File: src/rtl/mrx_hop_pkg.sv
// Shared hop-plan constants and controller state encoding for the narrowband
// hopping link; the transmit controller uses the same values.
package mrx_hop_pkg;

  typedef enum logic [2:0] {
    ST_IDLE      = 3'd0,
    ST_SYNC_MEAS = 3'd1,
    ST_ARMED     = 3'd2,
    ST_HOP_RX    = 3'd3,
    ST_HOP_GAP   = 3'd4
  } mrx_state_e;

  localparam logic [23:0] MRX_HOP_START_PH_INC = 24'hC00000;
  localparam logic [23:0] MRX_HOP_DPH_INC      = 24'h020000;

endpackage

File: src/rtl/mrx_hop_sync_ctrl_sync_edge_det.sv
// Two-flop synchronizer for an asynchronous level, followed by a history flop
// used to report one-cycle rise/fall indications.
module sync_edge_det (
  input  logic clk,
  input  logic reset,
  input  logic din,
  output logic level,
  output logic rise,
  output logic fall
);

  logic s1_q, s1_d;
  logic s2_q, s2_d;
  logic hist_q, hist_d;

  always_comb begin
    s1_d   = din;
    s2_d   = s1_q;
    hist_d = s2_q;
  end

  always_ff @(posedge clk) begin
    if (reset) begin
      s1_q   <= 1'b0;
      s2_q   <= 1'b0;
      hist_q <= 1'b0;
    end else begin
      s1_q   <= s1_d;
      s2_q   <= s2_d;
      hist_q <= hist_d;
    end
  end

  assign level = s2_q;
  assign rise  = s2_q & ~hist_q;
  assign fall  = ~s2_q & hist_q;

endmodule

File: src/rtl/mrx_hop_sync_ctrl.sv
// Receive-side hop sequencer: tracks the transmitter's sync and hop-TX levels
// and steps the local phase increment in lockstep, gating the rx datapath.
module mrx_hop_sync_ctrl
  import mrx_hop_pkg::*;
#(
  parameter int unsigned PHASE_WIDTH = 24,
  parameter int unsigned NHOP_WIDTH  = 8,
  parameter int unsigned CNT_WIDTH   = 24,
  parameter int unsigned NUM_HOPS    = 64,
  parameter logic [PHASE_WIDTH-1:0] HOP_START_PH_INC = PHASE_WIDTH'(MRX_HOP_START_PH_INC),
  parameter logic [PHASE_WIDTH-1:0] HOP_DPH_INC      = PHASE_WIDTH'(MRX_HOP_DPH_INC),
  parameter int unsigned SYNC_MIN_LEN = 8192,
  parameter int unsigned GAP_TIMEOUT  = 65535
) (
  input  logic                   clk,
  input  logic                   reset,
  input  logic                   sync_in,
  input  logic                   tx_in,
  output logic                   rx_valid,
  output logic [PHASE_WIDTH-1:0] hop_phase_inc,
  output logic [NHOP_WIDTH-1:0]  nhop,
  output logic                   hop_start,
  output logic                   hop_end,
  output logic                   frame_done,
  output logic                   sync_err,
  output logic [2:0]             mrx_state
);

  localparam logic [NHOP_WIDTH-1:0] LAST_HOP    = NHOP_WIDTH'(NUM_HOPS - 1);
  localparam logic [CNT_WIDTH-1:0]  SYNC_MIN_M1 = CNT_WIDTH'(SYNC_MIN_LEN - 1);
  localparam logic [CNT_WIDTH-1:0]  GAP_LIMIT   = CNT_WIDTH'(GAP_TIMEOUT);

  logic sync_lvl, sync_rise, sync_fall;
  logic tx_lvl_unused, tx_rise, tx_fall;

  sync_edge_det u_sync_det (
    .clk   (clk),
    .reset (reset),
    .din   (sync_in),
    .level (sync_lvl),
    .rise  (sync_rise),
    .fall  (sync_fall)
  );

  sync_edge_det u_tx_det (
    .clk   (clk),
    .reset (reset),
    .din   (tx_in),
    .level (tx_lvl_unused),
    .rise  (tx_rise),
    .fall  (tx_fall)
  );

  mrx_state_e             state_q, state_d;
  logic [CNT_WIDTH-1:0]   sync_cnt_q, sync_cnt_d;
  logic [CNT_WIDTH-1:0]   gap_cnt_q, gap_cnt_d;
  logic [NHOP_WIDTH-1:0]  nhop_q, nhop_d;
  logic [PHASE_WIDTH-1:0] phase_q, phase_d;
  logic evt_start_q, evt_start_d;
  logic evt_end_q, evt_end_d;
  logic evt_frame_q, evt_frame_d;
  logic evt_err_q, evt_err_d;

  // Output stage registers (one cycle behind the FSM)
  logic                   rx_valid_q, rx_valid_d;
  logic                   hop_start_q, hop_start_d;
  logic                   hop_end_q, hop_end_d;
  logic                   frame_done_q, frame_done_d;
  logic                   sync_err_q, sync_err_d;
  logic [NHOP_WIDTH-1:0]  nhop_o_q, nhop_o_d;
  logic [PHASE_WIDTH-1:0] phase_o_q, phase_o_d;
  logic [2:0]             state_o_q, state_o_d;

  always_comb begin
    state_d     = state_q;
    sync_cnt_d  = sync_cnt_q;
    gap_cnt_d   = gap_cnt_q;
    nhop_d      = nhop_q;
    phase_d     = phase_q;
    evt_start_d = 1'b0;
    evt_end_d   = 1'b0;
    evt_frame_d = 1'b0;
    evt_err_d   = 1'b0;

    case (state_q)
      ST_IDLE: begin
        if (sync_rise) begin
          state_d    = ST_SYNC_MEAS;
          sync_cnt_d = '0;
        end
      end

      ST_SYNC_MEAS: begin
        if (sync_fall) begin
          if (sync_cnt_q >= SYNC_MIN_M1) begin
            state_d   = ST_ARMED;
            nhop_d    = '0;
            phase_d   = HOP_START_PH_INC;
            gap_cnt_d = '0;
          end else begin
            state_d   = ST_IDLE;
            evt_err_d = 1'b1;
          end
        end else if (sync_lvl && (sync_cnt_q != '1)) begin
          sync_cnt_d = sync_cnt_q + CNT_WIDTH'(1);
        end
      end

      ST_ARMED, ST_HOP_GAP: begin
        if (sync_rise) begin
          state_d    = ST_SYNC_MEAS;
          sync_cnt_d = '0;
          nhop_d     = '0;
          phase_d    = HOP_START_PH_INC;
          evt_err_d  = 1'b1;
        end else if (gap_cnt_q == GAP_LIMIT) begin
          state_d   = ST_IDLE;
          gap_cnt_d = '0;
          nhop_d    = '0;
          phase_d   = HOP_START_PH_INC;
          evt_err_d = 1'b1;
        end else begin
          gap_cnt_d = gap_cnt_q + CNT_WIDTH'(1);
          // A still-high sync level masks tx edges
          if (!sync_lvl && tx_rise) begin
            state_d     = ST_HOP_RX;
            gap_cnt_d   = '0;
            evt_start_d = 1'b1;
          end
        end
      end

      ST_HOP_RX: begin
        if (sync_rise) begin
          state_d    = ST_SYNC_MEAS;
          sync_cnt_d = '0;
          nhop_d     = '0;
          phase_d    = HOP_START_PH_INC;
          evt_err_d  = 1'b1;
        end else if (!sync_lvl && tx_fall) begin
          evt_end_d = 1'b1;
          if (nhop_q < LAST_HOP) begin
            state_d   = ST_HOP_GAP;
            nhop_d    = nhop_q + NHOP_WIDTH'(1);
            phase_d   = phase_q + HOP_DPH_INC;
            gap_cnt_d = '0;
          end else begin
            state_d     = ST_IDLE;
            nhop_d      = '0;
            phase_d     = HOP_START_PH_INC;
            evt_frame_d = 1'b1;
          end
        end
      end

      default: state_d = ST_IDLE;
    endcase
  end

  always_comb begin
    rx_valid_d   = (state_q == ST_HOP_RX);
    hop_start_d  = evt_start_q;
    hop_end_d    = evt_end_q;
    frame_done_d = evt_frame_q;
    sync_err_d   = evt_err_q;
    nhop_o_d     = nhop_q;
    phase_o_d    = phase_q;
    state_o_d    = state_q;
  end

  always_ff @(posedge clk) begin
    if (reset) begin
      state_q      <= ST_IDLE;
      sync_cnt_q   <= '0;
      gap_cnt_q    <= '0;
      nhop_q       <= '0;
      phase_q      <= HOP_START_PH_INC;
      evt_start_q  <= 1'b0;
      evt_end_q    <= 1'b0;
      evt_frame_q  <= 1'b0;
      evt_err_q    <= 1'b0;
      rx_valid_q   <= 1'b0;
      hop_start_q  <= 1'b0;
      hop_end_q    <= 1'b0;
      frame_done_q <= 1'b0;
      sync_err_q   <= 1'b0;
      nhop_o_q     <= '0;
      phase_o_q    <= HOP_START_PH_INC;
      state_o_q    <= '0;
    end else begin
      state_q      <= state_d;
      sync_cnt_q   <= sync_cnt_d;
      gap_cnt_q    <= gap_cnt_d;
      nhop_q       <= nhop_d;
      phase_q      <= phase_d;
      evt_start_q  <= evt_start_d;
      evt_end_q    <= evt_end_d;
      evt_frame_q  <= evt_frame_d;
      evt_err_q    <= evt_err_d;
      rx_valid_q   <= rx_valid_d;
      hop_start_q  <= hop_start_d;
      hop_end_q    <= hop_end_d;
      frame_done_q <= frame_done_d;
      sync_err_q   <= sync_err_d;
      nhop_o_q     <= nhop_o_d;
      phase_o_q    <= phase_o_d;
      state_o_q    <= state_o_d;
    end
  end

  assign rx_valid      = rx_valid_q;
  assign hop_phase_inc = phase_o_q;
  assign nhop          = nhop_o_q;
  assign hop_start     = hop_start_q;
  assign hop_end       = hop_end_q;
  assign frame_done    = frame_done_q;
  assign sync_err      = sync_err_q;
  assign mrx_state     = state_o_q;

endmodule

File: config.mk
export PLATFORM = sky130hd
export DESIGN_NAME = mrx_hop_sync_ctrl
export DESIGN_NICKNAME = d
export VERILOG_FILES = /design/src/rtl/mrx_hop_pkg.sv /design/src/rtl/mrx_hop_sync_ctrl_sync_edge_det.sv /design/src/rtl/mrx_hop_sync_ctrl.sv
export SDC_FILE = /design/constraint.sdc
export NUM_CORES = 1
export LEC_CHECK = 0
export CAP_MARGIN = 0
export CORE_ASPECT_RATIO = 0.6
export CORE_UTILIZATION = 62
export CTS_CLUSTER_DIAMETER = 60
export DETAILED_ROUTE_END_ITERATION = 6
export HOLD_SLACK_MARGIN = 0.1
export PLACE_DENSITY = 0.88
export SYNTH_ARGS = -nofsm -noshare
export SYNTH_HDL_FRONTEND = slang
export SYNTH_SLANG_ARGS = --single-unit
File: constraint.sdc
create_clock -name clk -period 5.4 [get_ports clk]
set_input_delay 1.08 -clock clk [delete_from_list [all_inputs] [get_ports clk]]
set_output_delay 1.08 -clock clk [all_outputs]
set_load 0.1 [all_outputs]
==> run metrics, run 1 <==
TritonCTS buffer count=9; clock tree sinks=99; gr usage total=28.62%; worst-skew pair later-pin latency=350 ps; maximum vdd drop=0.0002351 V; Die Area=0.007888 mm^2; Critical path buffers and inverters=1; final setup fails=0; Placed Cells=635; top-area cell type share of the netlist area=42.48%; worst r2r src=sync_cnt_q[5]; fmax=344.8 MHz; cell depth of the worst setup path=1; Hold EP=sync_err; Total Wirelength=10.76 mm; Post-Syn Instances=528; Syn Area/Cell=8.837 um^2; initial drt markers=440; met3 usage=8.304%; CP max stage delay=1160 ps; worst reg-to-reg setup slack=2530 ps; 1st-pass router iterations=5; Worst Setup Start Kind=flop; Hold Crit Class=reg -> reg; share of cells above drive strength 1=6.764%; Antenna Violating Nets Remaining=0; sequential share of the synthesized area=42.48%; WP data arrival=1820 ps; post-CTS setup buffer count=0; Slew Viols, Final=0; largest net degree at the start of global routing=48; Leak=0.001809 uW; Data required, critical path=4320 ps; met1 Resource Use GR=40.47%; total grt overflow=0; TNS Setup=0 ps; Ports=44; hold buffers post-CTS=0; dpl ws=2574 ps; H-tree lvl count=3; root buffer cell=clkbuf_16; Syn-to-layout area delta=11.29%; nets=550; die extent in x=114.0 um; vias=4076; ys async rst share=0%; r2r worst-path depth=6; Core Area=0.007267 mm^2; final hold vios=0; top-count cell post-synth=dfxtp_1; diode count=0; Post-route DRC=0; Min Clock Period, post-route=2900 ps; vias per cell=6.261; number of synthesized flops with an enable pin=0; CP Cell Sequence=clkdlybuf4s50_1; Synth area leader=dfxtp_1; M2 GR Usage=41.48%; largest cells by area after synthesis=dfxtp_1, nor2b_1, nor2_1; num rows=24; Yosys cell types=67; post-DR wirelength/cell=16.52 um; Port Buf Inserts=26; FF+latch count, synth=99; HP Start=evt_err_q; status=finished clean; GPL Wtd Cong=0.8864; RSZ-0062 raised after global routing=false; vias in the first global route=3656; number of max-cap violations=0; CTS tree=yes; synth warn=0; Clock Tree Buf Depth=2; Slew HR=31.52%; most instantiated cells after synthesis=dfxtp_1, nor2_1, a21oi_1, nor2b_1; Final period util=53.70%; CTS clock-pin slew for the worst setup and hold paths=70 ps; CP Max Fanout=1; kind of critical path=reg -> out; Mapped Area=0.004666 mm^2; Setup Skew=6.129 ps; Worst Max-Slew Pin Slew=1024 ps; Synth Flop Type=dfxtp_1; detailed-placement wirelength estimate=7.477 mm; first-pass GRT wire length=17.60 mm; critical path capture point type=primary output; initial core utilization=64.20%; Worst path slowest cell=clkdlybuf4s50_1; Die Y-Extent=69.20 um; final non-filler cell total=651; PD cells=365.8 mW/mm^2; CP top delay family=buffers and inverters; busiest grt layer=met2; hold_ws=437.5 ps; PnR worst setup slack=2500 ps; worst r2r dst=phase_o_d[22]; initial antenna violation count=0; Hold Path Stages=1; CTS resizes=0
-- worst reg2reg max path, cell delays in order, from the launching register on --
cell and delay (ps):
dfxtp_1 390, and4_1 380, and4bb_1 530, nor3_1 190
o32ai_2 800, nand2_1 110, o32a_1 370
-- worst max-delay path by stage --
stage	endpoint	slack, ps	from
finish	hop_phase_inc[23]	2500	hop_phase_inc[23]
global placement	phase_o_d[22]	2730	sync_cnt_q[4]
floorplan	gap_cnt_q[12]	3230	nhop_o_d[0]
CTS	hop_phase_inc[23]	2500	hop_phase_inc[23]
global route	nhop_o_d[5]	2310	nhop_o_d[0]
detailed placement	phase_o_d[22]	2570	sync_cnt_q[5]
-- logic make-up after synthesis --
kind of cell    share of synthesized area (%)
fa+ha+maj                               1.073
other cells                           0.08037
mux                                    0.8582
flops                                   42.48
buf+inv                                 5.927
simple gates                            26.76
xor+xnor                                4.505
compound gates                          18.32
-- report_power, final --
part | total, uW | internal [uW] | switching, uW
sequential | 794 | 752 | 42.4
combinational | 445 | 121 | 324
clock | 661 | 367 | 294
-- state kept, by name (all words and copies together), names as in the netlist, 3 cells and up --
signal / flops
gap_cnt_q: 24
sync_cnt_q: 24
nhop: 8
nhop_o_d: 8
hop_phase_inc: 7
phase_o_d: 7
mrx_state: 3
state_o_d: 3
-- area by class of cell --
class                           instances  area (um^2)
Tap cell                              104        130.1
Inverter                                9        33.78
Timing Repair Buffer                   28        270.3
Sequential cell                        99         1982
Multi-Input combinational cell        395         2467
Fill cell                             558         2074
Clock buffer                            9        225.2
Clock inverter                          7        83.83
-- metrics by stage --
| stage | util [%] | area, um^2 | power, uW |
|---|---|---|---|
| 2_1_floorplan | - | 4726 | 1161 |
| 3_3_place_gp | 67.20 | 4883 | 1218 |
| 3_5_place_dp | 67.20 | 4883 | 1235 |
| 4_1_cts | 71.45 | 5192 | 1890 |
| 5_1_grt | 71.45 | 5192 | 1966 |
| 6_report | 71.45 | 5192 | 1900 |
-- cell usage in the layout, fill, tap and decap left out, drive strengths merged, types with 5 or more instances in the layout --
cell type,instances
nor3,10
inv,12
a211oi,5
or4,10
or2,8
a21oi,38
nor2b,31
nand2,25
conb,17
a31oi,6
nor4,9
a311oi,7
nand2b,9
xor2,21
and3,13
and4,9
o211ai,5
nor2,50
clkdlybuf4s50,25
o21ai,28
nand4,9
nand3,17
dfxtp,99
and2,11
clkbuf,9
-- per-layer routing --
| metal | vias up | share of wire, % |
|---|---|---|
| met3 | 22 | 10 |
| met5 | - | 0 |
| met4 | 0 | 1.4 |
| met2 | 238 | 44 |
| li1 | 1912 | - |
| met1 | 1904 | 45 |
Power figures use the tool's default switching activity.
==> inputs of run 2 (changes only) <==
Settings changed: CORE_UTILIZATION 62 to 52, PLACE_DENSITY 0.88 to 0.79.
Clock period 5.4 ns to 2.65 ns, I/O delays scaled along.
==> run metrics, run 2 (same netlist as run 1, synthesis figures left out) <==
critical path capture point type=flop (was primary output); CP Max Fanout=15 (was 1); Final period util=91.80%; Worst Max-Slew Pin Slew=785.6 ps (was 1024 ps); CTS clock-pin slew for the worst setup and hold paths=70 ps (about the same); Worst path slowest cell=or4_1 (was clkdlybuf4s50_1); hold buffers post-CTS=0 (unchanged); H-tree lvl count=3 (unchanged); kind of critical path=reg -> reg (was reg -> out); initial core utilization=54.12% (was 64.20%); commonest non-fill, non-tap cell in the layout=dfxtp_1 (unchanged); 1st-pass router iterations=5 (unchanged); Total Wirelength=10.92 mm (was 10.76 mm); vias per cell=6.000 (was 6.261); largest registers=gap_cnt_q (24), sync_cnt_q (24) (unchanged); root buffer cell=clkbuf_16 (unchanged); diode count=0 (unchanged); Port Buf Inserts=26 (unchanged); PD cells=743.7 mW/mm^2 (was 365.8 mW/mm^2); WP data arrival=2700 ps (was 1820 ps); Min Clock Period, post-route=2433 ps; TritonCTS buffer count=9 (unchanged); worst-skew pair later-pin latency=350 ps (about the same); Syn-to-layout area delta=13.22% (was 11.29%); status=finished clean (unchanged); detailed-placement wirelength estimate=7.822 mm (was 7.477 mm); initial drt markers=447 (was 440); final hold vios=0 (unchanged); Leak=0.001954 uW (was 0.001809 uW); Die Area=0.009367 mm^2 (was 0.007888 mm^2); first-pass GRT wire length=17.46 mm (was 17.60 mm); num rows=26 (was 24); TNS Setup=0 ps (unchanged); GPL Wtd Cong=0.9145 (was 0.8864); die extent in x=124.3 um (was 114.0 um); Data required, critical path=2920 ps (was 4320 ps); initial antenna violation count=0 (unchanged); post-route cell area=0.005283 mm^2 (was 0.005192 mm^2); Die Y-Extent=75.37 um (was 69.20 um); Hold Crit Class=reg -> reg (unchanged); Post-route DRC=0 (unchanged); gr usage total=23.78% (was 28.62%); Ports=44 (unchanged); Antenna Violating Nets Remaining=0 (unchanged); maximum vdd drop=0.0003733 V (was 0.0002351 V); fmax=411.1 MHz; total grt overflow=0 (unchanged); Slew Viols, Final=0 (unchanged); share of cells above drive strength 1=13.98% (was 6.764%); Worst Setup Start Kind=flop (unchanged); Post-DP Area=0.004979 mm^2 (was 0.004883 mm^2); Setup Skew=8.292 ps (was 6.129 ps); vias in the first global route=3368 (was 3656); post-DR wirelength/cell=16.14 um (was 16.52 um); CTS tree=yes (unchanged); Clock Tree Buf Depth=2 (unchanged); RSZ-0062 raised after global routing=false (unchanged); CP max stage delay=480 ps (was 1160 ps); Slew HR=47.27% (was 31.52%); final setup fails=0 (unchanged); nets=569 (was 550); most frequent cells in the layout=dfxtp_1, nor2_1, buf_4 (was dfxtp_1, nor2_1, a21oi_1); vias=4062 (was 4076); post-CTS setup buffer count=0 (unchanged); Core Area=0.008621 mm^2 (was 0.007267 mm^2); largest net degree at the start of global routing=32 (was 48); CP Cell Sequence=ha_1, and3_1, a311oi_1, a31o_2, o21ai_4, buf_4, or4_1, a21oi_1 (was clkdlybuf4s50_1); number of max-cap violations=0 (unchanged); clock tree sinks=99 (unchanged)
[run 2: changes by cell type in the layout (fill, tap and decap cells not counted), sizes merged]
cell           change
inv                -1
clkbuf             +1
clkdlybuf4s50     -23
clkinvlp           -2
buf               +42
clkinv             +1
[run 2: final timing paths]
kind	startpoint	cells past startpoint	to	slack [ps]
worst max-delay path	nhop_o_d[0]	8	gap_cnt_q[14]	220
worst min register to register	u_tx_det.s1_q	1	u_tx_det.level	440
worst min-delay path	u_tx_det.s1_q	1	u_tx_det.level	440
worst max register to register	nhop_o_d[0]	8	gap_cnt_q[14]	220
[run 2: final cells by class]
type	count	area [um^2]
inverter	9	33.78
fill	714	3338
clock buffer	10	239.0
timing repair buffer	47	355.3
multi-input combinational	395	2472
clock inverter	5	60.06
sequential	99	1982
tap	112	140.1
[run 2: layer usage]
metal | track usage, % | share of wire [%]
met1 | 36.65 | 50
met2 | 32.17 | 40
met3 | 6.180 | 9.0
met4 | 6.292 | 0.83
met5 | 0 | 0
[run 2: critical path: cells and delay by family, from the launching register on]
| family | cells | cell delay [ps] |
|---|---|---|
| AND/OR/NAND/NOR | 2 | 680 |
| buffers and inverters | 1 | 220 |
| AO/OA/AOI/OAI | 4 | 910 |
| adder cells (fa/ha/maj) | 1 | 220 |
| flip-flops | 1 | 330 |
[run 2: report_power, final]
group          leakage (uW)  switching (uW)  internal, uW
sequential         0.000799            54.4          1530
clock              0.000145             579           758
combinational       0.00101             701           304
total               0.00195            1330          2590
[run 2: per-stage QoR]
step | utilization [%] | power [uW] | worst slack, ps | cells | hold WS [ps]
after global routing | 61.28 | 4077 | 9.604 | 677 | 460.5
after global placement | 57.75 | 2575 | 321.9 | 662 | 420.8
after CTS | 61.22 | 3897 | 223.4 | 677 | 447.8
final | 61.28 | 3929 | 217.3 | 677 | 439.8
after floorplan | - | 2367 | 480.7 | 544 | 413.8
after detailed placement | 57.75 | 2585 | 243.0 | 662 | 434.7
[run 2: repair_timing]
| action | 4_1_cts | 5_1_grt |
|---|---|---|
| hold endpoints to repair | 0 | 0 |
| gates resized for setup | 0 | 1 |
| setup endpoints to repair | 0 | 1 |
